--- src/rtl/sr_latch_ctrl_if.sv ---
// Bundle of requester handshake and SR-latch drive/readback signals for sr_latch_ctrl.
// The controller is the slave side; the requesters plus the latch make up the master side.
interface sr_latch_ctrl_if #(
  parameter int N = 4
);
  logic [N-1:0] set_req;
  logic [N-1:0] clr_req;
  logic [N-1:0] ack;
  logic         q;
  logic         s;
  logic         r;
  logic         busy;
  logic         err;

  modport master (
    output set_req, clr_req, q,
    input  s, r, ack, busy, err
  );

  modport slave (
    input  set_req, clr_req, q,
    output s, r, ack, busy, err
  );
endinterface

--- src/rtl/sr_latch_ctrl.sv ---
// Round-robin controller sharing one SR latch between N requesters.
// It pulses s or r for PULSE_W cycles, settles for GAP cycles, then checks q and acks.
module sr_latch_ctrl #(
  parameter int N       = 4,
  parameter int PULSE_W = 2,
  parameter int GAP     = 1
) (
  input  logic            clk,
  input  logic            rst,
  sr_latch_ctrl_if.slave  bus
);

  localparam int PW   = (N > 1) ? $clog2(N) : 1;
  localparam int MAXC = (PULSE_W > GAP) ? PULSE_W : GAP;
  localparam int CW   = $clog2(MAXC + 1);

  typedef enum logic [1:0] {ST_IDLE, ST_DRIVE, ST_GAP, ST_CHECK} state_t;

  state_t          state_q, state_d;
  logic [CW-1:0]   cnt_q, cnt_d;
  logic [PW-1:0]   ptr_q, ptr_d;
  logic [PW-1:0]   g_q, g_d;
  logic            t_q, t_d;
  logic            s_q, s_d;
  logic            r_q, r_d;
  logic [N-1:0]    ack_q, ack_d;

  logic [N-1:0]    elig;
  logic [PW-1:0]   idx;
  logic [PW-1:0]   gsel;
  logic            found;

  // A requester asking for both set and clear is ignored entirely.
  always_comb begin
    elig  = bus.set_req ^ bus.clr_req;
    found = 1'b0;
    gsel  = '0;
    idx   = '0;
    for (int i = 0; i < N; i++) begin
      idx = PW'((int'(ptr_q) + i) % N);
      if (!found && elig[idx]) begin
        found = 1'b1;
        gsel  = idx;
      end
    end
  end

  // NOTE: every variable gets a default first so no path leaves it unassigned and infers a latch.
  always_comb begin
    state_d = state_q;
    cnt_d   = cnt_q;
    ptr_d   = ptr_q;
    g_d     = g_q;
    t_d     = t_q;
    s_d     = 1'b0;
    r_d     = 1'b0;
    ack_d   = '0;
    unique case (state_q)
      ST_IDLE: begin
        if (found) begin
          g_d   = gsel;
          t_d   = bus.set_req[gsel];
          ptr_d = PW'((int'(gsel) + 1) % N);
          if (bus.q == bus.set_req[gsel]) begin
            state_d     = ST_CHECK;
            ack_d[gsel] = 1'b1;
          end else begin
            state_d = ST_DRIVE;
            cnt_d   = CW'(1);
            // s and r are always complementary under a single target bit, never both high.
            s_d     = bus.set_req[gsel];
            r_d     = !bus.set_req[gsel];
          end
        end
      end
      ST_DRIVE: begin
        if (cnt_q == CW'(PULSE_W)) begin
          if (GAP == 0) begin
            state_d    = ST_CHECK;
            ack_d[g_q] = 1'b1;
          end else begin
            state_d = ST_GAP;
            cnt_d   = CW'(1);
          end
        end else begin
          cnt_d = cnt_q + CW'(1);
          s_d   = t_q;
          r_d   = !t_q;
        end
      end
      ST_GAP: begin
        if (cnt_q == CW'(GAP)) begin
          state_d    = ST_CHECK;
          ack_d[g_q] = 1'b1;
        end else begin
          cnt_d = cnt_q + CW'(1);
        end
      end
      ST_CHECK: state_d = ST_IDLE;
      default:  state_d = ST_IDLE;
    endcase
  end

  // NOTE: sequential state uses non-blocking assignments so all flops update from pre-edge values.
  always_ff @(posedge clk or posedge rst) begin
    if (rst) begin
      state_q <= ST_IDLE;
      cnt_q   <= '0;
      ptr_q   <= '0;
      g_q     <= '0;
      t_q     <= 1'b0;
      s_q     <= 1'b0;
      r_q     <= 1'b0;
      ack_q   <= '0;
    end else begin
      state_q <= state_d;
      cnt_q   <= cnt_d;
      ptr_q   <= ptr_d;
      g_q     <= g_d;
      t_q     <= t_d;
      s_q     <= s_d;
      r_q     <= r_d;
      ack_q   <= ack_d;
    end
  end

  assign bus.s    = s_q;
  assign bus.r    = r_q;
  assign bus.ack  = ack_q;
  assign bus.busy = (state_q != ST_IDLE);
  // err reflects the live readback during the single CHECK cycle.
  assign bus.err  = (state_q == ST_CHECK) && (bus.q != t_q);

endmodule
--- src/flat_wrapper.sv ---
// flat-port wrapper written by rule: the top's interface ports become plain ports
module sr_latch_ctrl_flat 
#(
  parameter int N       = 4,
  parameter int PULSE_W = 2,
  parameter int GAP     = 1
)
  (clk, rst, bus_set_req, bus_clr_req, bus_q, bus_s, bus_r, bus_ack, bus_busy, bus_err);
  sr_latch_ctrl_if #(.N(N)) bus_i ();
  input  logic clk;
  input  logic rst;
  input wire logic [$bits(bus_i.set_req)-1:0] bus_set_req;
  input wire logic [$bits(bus_i.clr_req)-1:0] bus_clr_req;
  input wire logic [$bits(bus_i.q)-1:0] bus_q;
  output wire logic [$bits(bus_i.s)-1:0] bus_s;
  output wire logic [$bits(bus_i.r)-1:0] bus_r;
  output wire logic [$bits(bus_i.ack)-1:0] bus_ack;
  output wire logic [$bits(bus_i.busy)-1:0] bus_busy;
  output wire logic [$bits(bus_i.err)-1:0] bus_err;
  assign bus_i.set_req = bus_set_req;
  assign bus_i.clr_req = bus_clr_req;
  assign bus_i.q = bus_q;
  assign bus_s = bus_i.s;
  assign bus_r = bus_i.r;
  assign bus_ack = bus_i.ack;
  assign bus_busy = bus_i.busy;
  assign bus_err = bus_i.err;
  sr_latch_ctrl #(.N(N), .PULSE_W(PULSE_W), .GAP(GAP)) u_core (.clk(clk), .rst(rst), .bus(bus_i));
endmodule
--- config.mk ---
export PLATFORM = sky130hd
export DESIGN_NAME = sr_latch_ctrl_flat
export DESIGN_NICKNAME = d
export VERILOG_FILES = /design/src/rtl/sr_latch_ctrl_if.sv /design/src/rtl/sr_latch_ctrl.sv /design/src/flat_wrapper.sv
export SDC_FILE = /design/constraint.sdc
export NUM_CORES = 1
export LEC_CHECK = 0
export ABC_AREA = 1
export BUFFER_PORTS_ARGS = -buffer_cell sky130_fd_sc_hd__buf_4
export CORE_MARGIN = 2
export CORE_UTILIZATION = 51
export CTS_BUF_LIST = sky130_fd_sc_hd__clkbuf_4 sky130_fd_sc_hd__clkbuf_8 sky130_fd_sc_hd__clkbuf_16
export CTS_CLUSTER_DIAMETER = 150
export CTS_CLUSTER_SIZE = 10
export DETAILED_ROUTE_END_ITERATION = 12
export HOLD_SLACK_MARGIN = 0.05
export PLACE_DENSITY = 0.75
export SYNTH_ARGS = -nofsm -noshare
export SYNTH_HDL_FRONTEND = slang
export SYNTH_SLANG_ARGS = --single-unit
--- constraint.sdc ---
create_clock -name clk -period 2.2 [get_ports clk]
set_input_delay 0.33 -clock clk [delete_from_list [all_inputs] [get_ports clk]]
set_output_delay 0.33 -clock clk [all_outputs]
set_load 0.01 [all_outputs]
==> summary.txt, run 1 <==
Timing
  – Maximum clock frequency: 0.4246 GHz
  – Tmin final: 2.355 ns
  – Final worst slack: -0.1551 ns
  – Clock Skew: 0.003734 ns
  – RSZ-0062 raised after global routing: yes
  – Final setup violation count: 7
  – Fin crit share: 107.1%
  – Slew Viols, Final: 0
  – Final hold violations: 0
  – Slew margin rel.: 60.79%
  – Measured slew at the worst slew-check pin: 0.5876 ns

Routing
  – Wire length on met1: 1.580 mm
  – WL per Instance: 13.02 um
  – First-pass DRT Iterations: 4
  – Detailed route wirelength on metal2: 1.541 mm
  – DR DRC count: 0
  – Top Metal Used: met4
  – Routed met3 length: 209 um
  – Final wirelength: 3.397 mm
  – Vias/cell: 5.264
  – Antenna-violating nets left: 0
  – Initial DRC count: 48
  – Vias: 1374

Global routing
  – Number of global-route vias before repair: 1269
  – Initial antenna violation count: 0
  – Total gr overflow: 0
  – Largest net degree at the start of global routing: 16
  – First-pass GRT wire length: 5.478 mm
  – GRT Overall Usage: 22.20%

Layout
  – Layout fillers: 171
  – Fin nets: 255
  – Layout area overhead: 35.80%
  – Commonest non-fill, non-tap cell in the layout: buf_4
  – Most frequent cells in the layout: 44 x buf_4, 36 x nand2_1, 27 x nand3_1
  – Fraction of layout cells with a size suffix above 1: 40.26%
  – ANT cells: 0

Synthesis
  – Post-Syn Area: 1353 um^2
  – Post-synthesis async set-or-reset flop share: 100.0%
  – Post-Synthesis Net Count: 206
  – Sequential fraction of the synthesis area: 27.75%
  – Top_reg_cell synth: dfrtp_1
  – Avg Cell Area, Syn: 7.391 um^2
  – Yosys reg bits: 15
  – Synth area leaders: dfrtp_1 28%, nand3_1 12%, ha_1 11%
  – Netlist cell types: 27
  – Area leader, netlist: dfrtp_1
  – Top cell type's share of synthesized area: 27.75%
  – EDFF count, synth: 0
  – Yosys Warn Count: 0
  – Synth Instances: 183

Placed design
  – Routability cong.: 0.8368
  – Port buffer count: 18
  – Final HPWL from detailed placement: 2.544 mm
  – Worst Setup Slack post-DPL: -0.1333 ns

Worst setup path
  – Endpoint class of the critical path: register
  – Critical path cell sequence: buf_6, nand2_4, nand2_4, inv_4, nand3_4, nand2_4, nand2_4, nand2_4, nor2_4, nand2_4, nand3_1, nand3_2, nand2_1, ha_1, nand2_1, inv_2, buf_4, nand3_1, o21ai_1
  – CP max FO: 7
  – CP max stage delay: 0.43 ns
  – Worst path slowest cell: dfrtp_1
  – Crit path required time: 2.43 ns
  – Crit path kind: register to register
  – Nature of the critical path startpoint: register
  – Crit path top cell by count: nand2_4
  – Critical path arrival: 2.58 ns

Hold path
  – Hold crit path type: input pin to asynchronous set/reset pin

Floorplan
  – I/O pin total: 19
  – Initial Util: 54.10%
  – Core ar.: 2500 um^2
  – Row count: 18
  – Die area: 3080 um^2
  – Die Y: 55.50 um
  – Die X-Extent: 55.50 um

Clock tree
  – Num CTS Buffers: 3
  – Max H-tree Level: 1
  – Clk sinks: 15
  – Clock Path Buffers: 2
  – Clk root buf: clkbuf_4
  – TritonCTS clock tree: yes
  – Clock Pin Slew Worst Setup and Hold Paths: 0.10 ns
  – Worst-skew pair later-pin latency: 0.30 ns

Job
  – Max-Cap Viols: 0

Pwr
  – Max VDD drop: 1.044 mV
  – Total chip power: 3108 uW
  – Leak: 0.0009779 uW
  – PwrDens: 1692 nW/um^2

Outcome
  – Status: finished, violations left
  – Failing checks: setup timing
-- worst max-delay path, delay by kind of cell, from the launching register on --
kind / cells / cell delay, ns
buffers and inverters: 4 / 0.47
adders and majority gates: 1 / 0.26
AOI/OAI and AO/OA: 1 / 0.10
and+or+nand+nor: 13 / 1.01
DFF: 1 / 0.43
-- where the power goes --
group	switching [uW]	internal, uW
Sequential	79.0	395
Clock	101	69.4
Combinational	1390	1070
Total	1570	1540
-- registers in the layout, summed over array words and instances, names as in the netlist --
| signal | count |
|---|---|
| u_core.cnt_q | 2 |
| u_core.state_q | 2 |
| u_core.bus.s | 1 |
| u_core.bus.ack | 4 |
| u_core.bus.r | 1 |
| u_core.g_q | 2 |
| u_core.t_q | 1 |
| u_core.ptr_q | 2 |
-- timing repair --
item,in CTS,in global routing
pin swaps,2,2
buffers inserted,5,4
endpoints found under the setup margin,7,8
gates resized for setup,13,11
hold buffers,0,0
hold endpoints to repair,0,0
-- cell usage after synthesis, types with 2 or more instances --
master and number:
or2_2 2, nand2_4 7, nor2_1 4, nand3_2 5
inv_1 24, inv_2 4, nand2_1 40, a21oi_1 4
nand2_2 7, nand3_1 32, ha_1 12, o21ai_0 13
dfrtp_1 15
-- stage by stage --
step	TNS [ns]	instances	area [um^2]	hold slack, ns	util (%)
after detailed placement	-0.3922	249	1670	0.4195	66.82
final	-0.8315	261	1837	0.08693	73.47
after floorplan	0	183	1366	0.2315	-
after CTS	-0.3197	258	1772	0.08312	70.87
after global placement	-0.1729	249	1670	0.4011	66.82
after global routing	-1.917	261	1837	0.1164	73.47
-- layer usage --
layer	vias up	GRT usage (%)
li1	695	-
met1	622	30.31
met2	46	34.69
met3	11	5.152
met4	0	6.969
met5	-	0
-- path summary, 6_finish.rpt --
check,endpoint,cells past startpoint,startpoint,slack (ns)
max,u_core.bus.ack[1]$_DFF_PP0_,19,u_core.ptr_q[0]$_DFFE_PP0P_,-0.16
min,u_core.state_q[0]$_DFFE_PP0P_,2,rst,0.09
max reg2reg,u_core.bus.ack[1]$_DFF_PP0_,19,u_core.ptr_q[0]$_DFFE_PP0P_,-0.16
min reg2reg,u_core.bus.ack[2]$_DFF_PP0_,1,u_core.g_q[0]$_DFFE_PP0P_,0.47
max in group asynchronous,u_core.cnt_q[0]$_DFFE_PP0P_,2,rst,1.73
min in group clk,u_core.bus.r$_DFF_PP0_,5,bus_q,0.46
-- layout make-up --
type	instances	area [um^2]	share of cell area, %
Sequential cell	15	375.4	20.44
Clock inverter	1	7.507	0.4087
Tap cell	30	37.54	2.044
Timing Repair Buffer	45	341.6	18.60
Clock buffer	3	22.52	1.226
Multi-Input combinational cell	138	940.9	51.23
Inverter	29	111.4	6.063
-- cells by family (layout without fill, tap and decap cells) --
logic type | after synthesis | in the layout | synth area share, %
adders and majority gates | 12 | 12 | 11.10
and+or+nand+nor | 103 | 103 | 42.37
AOI/OAI and AO/OA | 23 | 23 | 9.714
DFF | 15 | 15 | 27.75
buffers and inverters | 30 | 78 | 9.066
Note: power is estimated with default switching activity, not from simulation.
==> run 2: changes to the inputs <==
--- a/config.mk
+++ b/config.mk
@@ -7,14 +7,13 @@
 export LEC_CHECK = 0
 export ABC_AREA = 1
 export BUFFER_PORTS_ARGS = -buffer_cell sky130_fd_sc_hd__buf_4
-export CORE_MARGIN = 2
-export CORE_UTILIZATION = 51
+export CORE_UTILIZATION = 57
 export CTS_BUF_LIST = sky130_fd_sc_hd__clkbuf_4 sky130_fd_sc_hd__clkbuf_8 sky130_fd_sc_hd__clkbuf_16
 export CTS_CLUSTER_DIAMETER = 150
 export CTS_CLUSTER_SIZE = 10
 export DETAILED_ROUTE_END_ITERATION = 12
 export HOLD_SLACK_MARGIN = 0.05
-export PLACE_DENSITY = 0.75
+export PLACE_DENSITY = 0.79
 export SYNTH_ARGS = -nofsm -noshare
 export SYNTH_HDL_FRONTEND = slang
 export SYNTH_SLANG_ARGS = --single-unit
==> constraint.sdc (replaced) <==
create_clock -name clk -period 2.65 [get_ports clk]
set_input_delay 0.3975 -clock clk [delete_from_list [all_inputs] [get_ports clk]]
set_output_delay 0.3975 -clock clk [all_outputs]
set_load 0.01 [all_outputs]
==> run 2 against run 1 <==
Net effect:
- the run now ends clean
- total power shrank 23%
- critical path depth grew 1
- routed wire length is 5.5% lower
- design area fell by 7.6%
- cell count decreased by 6.5%
- largest power group unchanged
==> summary.txt, run 2 (same netlist as run 1, synthesis figures left out) <==
Pwr
  – Leak: 0.0008994 uW
  – Max VDD drop: 0.8767 mV
  – PwrDens: 1413 nW/um^2

Hold path
  – Hold crit path type: input pin to asynchronous set/reset pin

Clock tree
  – Clock Path Buffers: 2
  – Worst-skew pair later-pin latency: 0.30 ns
  – Clock Pin Slew Worst Setup and Hold Paths: 0.11 ns
  – Max H-tree Level: 1
  – Num CTS Buffers: 3
  – Clk sinks: 15
  – TritonCTS clock tree: yes
  – Clk root buf: clkbuf_4

Floorplan
  – Die X-Extent: 50.71 um
  – Initial Util: 60.56%
  – Core ar.: 2233 um^2
  – I/O pin total: 19
  – Die area: 2572 um^2
  – Row count: 17
  – Die Y: 50.71 um

Layout
  – Layout fillers: 159
  – Fin nets: 240
  – Most frequent cells in the layout: 37 x nand2_1, 29 x nand3_1, 29 x buf_4
  – FF+latch area: 376.6 um^2
  – ANT cells: 0
  – Largest register FFs: 4
  – Commonest non-fill, non-tap cell in the layout: nand2_1
  – Area occupied by multi-input gates: 907.1 um^2
  – Fraction of layout cells with a size suffix above 1: 35.19%
  – Core Util, Final: 76.02%
  – Layout area overhead: 25.53%

Routing
  – Vias/cell: 5.488
  – Vias: 1339
  – WL per Instance: 13.16 um
  – Initial DRC count: 33
  – DR DRC count: 0
  – Final wirelength: 3.210 mm
  – Antenna-violating nets left: 0
  – First-pass DRT Iterations: 5

Global routing
  – Initial antenna violation count: 0
  – Total gr overflow: 0
  – GRT met1 Usage: 29.91%
  – Largest net degree at the start of global routing: 16
  – GRT Max-Usage Layer: met2
  – GR Layer Usage met3: 1.818%
  – Number of global-route vias before repair: 1262
  – GRT Overall Usage: 26.89%
  – M2 GR Usage: 52.22%
  – First-pass GRT wire length: 5.237 mm

Worst setup path
  – R2r startpoint: u_core.ptr_q[1]$_DFFE_PP0P_
  – Crit path top cell by count: nand2_4
  – Critical path buffer and inverter count: 3
  – Crit path kind: register to register
  – CP max FO: 6
  – Register-to-register path setup slack: 0.19 ns
  – Endpoint class of the critical path: register
  – Nature of the critical path startpoint: register
  – Worst flop-to-flop path endpoint: u_core.cnt_q[1]$_DFFE_PP0P_
  – Critical path arrival: 2.69 ns
  – Worst path slowest cell: dfrtp_1
  – Critical path cell sequence: inv_2, nand2_4, nand2_4, inv_4, nand3_2, nand2_4, nand2_2, nand2_4, nor2_4, nand2_4, nand2_4, nand2_2, nand3_2, nand2_2, ha_1, nand2_1, inv_2, nor4_4, nand2_1, o21ai_2
  – Largest delay share family, worst path: simple AND/OR/NAND/NOR gates
  – Crit path required time: 2.87 ns
  – Worst R2R Path Depth: 20
  – CP max stage delay: 0.45 ns

Placed design
  – Routability cong.: 0.8912
  – Worst Setup Slack post-DPL: -0.05195 ns
  – Final HPWL from detailed placement: 2.414 mm
  – Port buffer count: 18

Timing
  – Tmin final: 2.465 ns
  – Fin crit share: 93.01%
  – Final setup violation count: 0
  – Measured slew at the worst slew-check pin: 0.5934 ns
  – Final hold violations: 0
  – Slew margin rel.: 60.40%
  – Worst hold slack: 0.1539 ns
  – Maximum clock frequency: 0.4057 GHz
  – Slew Viols, Final: 0
  – Final worst slack: 0.1852 ns
  – Clock Skew: 0.008944 ns
  – RSZ-0062 raised after global routing: no

Outcome
  – Status: complete, no violations

Job
  – Max-Cap Viols: 0
[run 2: changes by cell type in the layout (fill, tap and decap cells not counted), sizes merged]
cell,change
buf,-15
[run 2: layout make-up]
class / instances / area share (%)
Clock inverter: 1 / 0.4422
Timing Repair Buffer: 30 / 13.71
Tap cell: 28 / 2.063
Clock buffer: 3 / 1.326
Multi-Input combinational cell: 138 / 53.43
Sequential cell: 15 / 22.18
Inverter: 29 / 6.853
[run 2: worst max path at each step]
stage | start | endpoint | slack [ns] | cells after the start
after floorplan | u_core.ptr_q[0]$_DFFE_PP0P_ | u_core.cnt_q[0]$_DFFE_PP0P_ | 0.28 | 18
after global placement | bus_set_req[3] | u_core.cnt_q[0]$_DFFE_PP0P_ | 0.08 | 18
after detailed placement | bus_set_req[3] | u_core.cnt_q[1]$_DFFE_PP0P_ | -0.05 | 18
after CTS | u_core.ptr_q[0]$_DFFE_PP0P_ | u_core.cnt_q[1]$_DFFE_PP0P_ | 0.007 | 18
after global routing | u_core.ptr_q[0]$_DFFE_PP0P_ | u_core.cnt_q[0]$_DFFE_PP0P_ | 0.01 | 20
final | u_core.ptr_q[1]$_DFFE_PP0P_ | u_core.cnt_q[1]$_DFFE_PP0P_ | 0.19 | 20
[run 2: timing repair]
| action | in CTS | in global routing |
|---|---|---|
| gates resized for setup | 2 | 19 |
| endpoints found under the setup margin | 2 | 7 |
| endpoints found under the hold margin | 0 | 0 |
| pin swaps | 0 | 6 |
| setup buffers | 0 | 7 |
| hold buffers | 0 | 0 |
[run 2: routing by layer]
layer | up-vias | routed length, um
li1 | 661 | -
met1 | 627 | 1338
met2 | 41 | 1698
met3 | 10 | 97
met4 | 0 | 75
met5 | - | 0
[run 2: where the power goes]
part	total [uW]	switching [uW]	internal, uW
combinational	1850	1080	769
clock	144	86.9	57.5
sequential	402	73.5	329
[run 2: per-stage QoR]
stage	instance area, um^2	setup TNS [ns]	power (uW)	std cells
final	1698	0	2399	244
after global routing	1698	0	2598	244
after CTS	1592	0	2111	237
after detailed placement	1549	-0.06857	1935	233
after global placement	1549	0	1885	233
after floorplan	1353	0	1556	183
[run 2: worst reg2reg max path, cell delays in order (launching register included)]
cell and delay (ns):
dfrtp_1 0.45, inv_2 0.16, nand2_4 0.06, nand2_4 0.08, inv_4 0.04, nand3_2 0.08, nand2_4 0.08, nand2_2 0.09
nand2_4 0.07, nor2_4 0.12, nand2_4 0.08, nand2_4 0.07, nand2_2 0.05, nand3_2 0.08, nand2_2 0.06, ha_1 0.27
nand2_1 0.07, inv_2 0.05, nor4_4 0.24, nand2_1 0.12, o21ai_2 0.08
==> run 3: changes to the inputs <==
==> constraint.sdc (replaced) <==
create_clock -name clk -period 2.66 [get_ports clk]
set_input_delay 0.399 -clock clk [delete_from_list [all_inputs] [get_ports clk]]
set_output_delay 0.399 -clock clk [all_outputs]
set_load 0.01 [all_outputs]
==> run 3 against run 2 <==
Net effect:
- total power decreased by 12%
- worst setup slack improved by 0.026 ns
- sequential cell count unchanged
- critical path depth decreased by 1
- die area unchanged
- non-clock buffer count decreased by 4
- combinational power decreased by 15%
- global-route usage decreased by 1.6 points
- highest routed layer unchanged
- hold slack improved by 0.0059 ns
- utilization decreased by 3.5 points
- sequential share of layout area increased by 0.98 points
==> summary.txt, run 3 (same netlist as run 1, synthesis figures left out) <==
Global routing
  – Largest net degree at the start of global routing: 16
  – Number of global-route vias before repair: 1224
  – First-pass GRT wire length: 4.940 mm
  – Total gr overflow: 0
  – GRT Overall Usage: 25.29%
  – Initial antenna violation count: 0

Placed design
  – Placed insts: 233
  – Port buffer count: 18
  – Final HPWL from detailed placement: 2.294 mm
  – Routability cong.: 0.9400

Layout
  – Fin nets: 236
  – Core Util, Final: 72.55%
  – Largest register FFs: 4
  – Commonest non-fill, non-tap cell in the layout: nand2_1
  – Fraction of layout cells with a size suffix above 1: 29.72%
  – Most frequent cells in the layout: 40 x nand2_1, 30 x nand3_1, 26 x buf_4
  – Fin cells: 240
  – Area occupied by multi-input gates: 873.3 um^2
  – FF+latch area: 375.4 um^2
  – Layout fillers: 179
  – ANT cells: 0
  – Layout area overhead: 19.80%

Pwr
  – PwrDens: 1299 nW/um^2
  – Total chip power: 2104 uW
  – Combinational group share of total power: 74.8%
  – Switching share of total power: 52.29%
  – Switching pwr: 1100 uW
  – Max VDD drop: 0.7320 mV
  – Int Power: 1004 uW
  – Leak: 0.0008698 uW
  – Sequential share of power: 18.5%
  – Clock power frac: 6.6%

Timing
  – Clock Skew: 0.002832 ns
  – Slew margin rel.: 62.11%
  – Worst hold slack: 0.1597 ns
  – Tmin final: 2.449 ns
  – Slew Viols, Final: 0
  – Fin crit share: 92.07%
  – Measured slew at the worst slew-check pin: 0.5677 ns
  – Maximum clock frequency: 0.4083 GHz
  – Final setup violation count: 0
  – Final hold violations: 0

Outcome
  – Status: complete, no violations

Routing
  – DR DRC count: 0
  – First-pass DRT Iterations: 5
  – Final wirelength: 2.793 mm
  – Initial DRC count: 27
  – Vias/cell: 5.313
  – Antenna-violating nets left: 0
  – Vias: 1275
  – WL per Instance: 11.64 um

Clock tree
  – Num CTS Buffers: 3
  – Clk sinks: 15
  – Worst-skew pair later-pin latency: 0.28 ns
  – Clk root buf: clkbuf_4
  – Clock Pin Slew Worst Setup and Hold Paths: 0.10 ns
  – Max H-tree Level: 1
  – Hold buffer count at CTS: 0
  – TritonCTS clock tree: yes
  – Clock Path Buffers: 2

Floorplan
  – Initial Util: 60.56%
  – Die area: 2572 um^2
  – Row count: 17
  – I/O pin total: 19
  – Die X-Extent: 50.71 um
  – Die Y: 50.71 um
  – Core ar.: 2233 um^2

Worst setup path
  – Nature of the critical path startpoint: register
  – Critical path arrival: 2.63 ns
  – CP max FO: 8
  – Crit path required time: 2.84 ns
  – Crit path kind: register to register
  – Endpoint class of the critical path: register

Hold path
  – Hold crit path type: input pin to asynchronous set/reset pin

Job
  – Max-Cap Viols: 0
run 3: area by class of cell:
| type | count | share of cell area [%] |
|---|---|---|
| Multi-Input combinational cell | 138 | 53.90 |
| Sequential cell | 15 | 23.17 |
| Clock inverter | 1 | 0.4633 |
| Clock buffer | 3 | 1.390 |
| Timing Repair Buffer | 26 | 12.05 |
| Tap cell | 28 | 2.162 |
| Inverter | 29 | 6.873 |
run 3: critical path, cell delays in order (launching register included):
cell,delay (ns)
dfrtp_1,0.42
buf_4,0.17
nand2_4,0.07
nand2_4,0.07
inv_4,0.06
nand3_2,0.09
nand2_4,0.09
nand2_2,0.06
nand2_2,0.09
nand2_2,0.10
nand2_4,0.13
nand2_1,0.08
nand3_2,0.08
nand2_1,0.06
ha_1,0.27
nand2_1,0.06
inv_1,0.08
buf_4,0.16
a21oi_1,0.12
o21ai_1,0.09
run 3: per-stage QoR:
stage          cell area [um^2]  setup TNS (ns)  setup WS [ns]
2_1_floorplan              1353               0         0.2863
3_3_place_gp               1549               0        0.04596
3_5_place_dp               1549        -0.03506       -0.03506
4_1_cts                    1579               0        0.06204
5_1_grt                    1620       -0.007025      -0.007025
6_report                   1620               0         0.2109
run 3: path summary, 6_finish.rpt:
path,cells after the start,startpoint,end,slack (ns)
min in group clk,1,u_core.g_q[0]$_DFFE_PP0P_,u_core.bus.ack[2]$_DFF_PP0_,0.49
worst min register to register,1,u_core.g_q[0]$_DFFE_PP0P_,u_core.bus.ack[2]$_DFF_PP0_,0.49
max in group asynchronous,2,rst,u_core.ptr_q[1]$_DFFE_PP0P_,2.13
worst min-delay path,2,rst,u_core.bus.r$_DFF_PP0_,0.16
worst max register to register,19,u_core.ptr_q[0]$_DFFE_PP0P_,u_core.state_q[1]$_DFFE_PP0P_,0.21
worst max-delay path,19,u_core.ptr_q[0]$_DFFE_PP0P_,u_core.state_q[1]$_DFFE_PP0P_,0.21
run 3: routing by layer:
metal | wire length (um) | global-route usage [%] | up-vias
li1 | - | - | 655
met1 | 1244 | 29.48 | 562
met2 | 1371 | 46.00 | 50
met3 | 104 | 1.818 | 8
met4 | 73 | 12.50 | 0
met5 | 0 | 0 | -
run 3: power by group through the flow:
stage	logic (uW)	registers, uW	clock network [uW]
after floorplan	1150	397	0
after global routing	1770	402	151
after CTS	1510	390	141
final	1570	390	139
after global placement	1480	391	0
after detailed placement	1510	395	0
run 3: what timing repair did:
action / in CTS / in global routing
setup buffers: 0 / 3
resized for setup: 0 / 3
setup endpoints to repair: 0 / 3
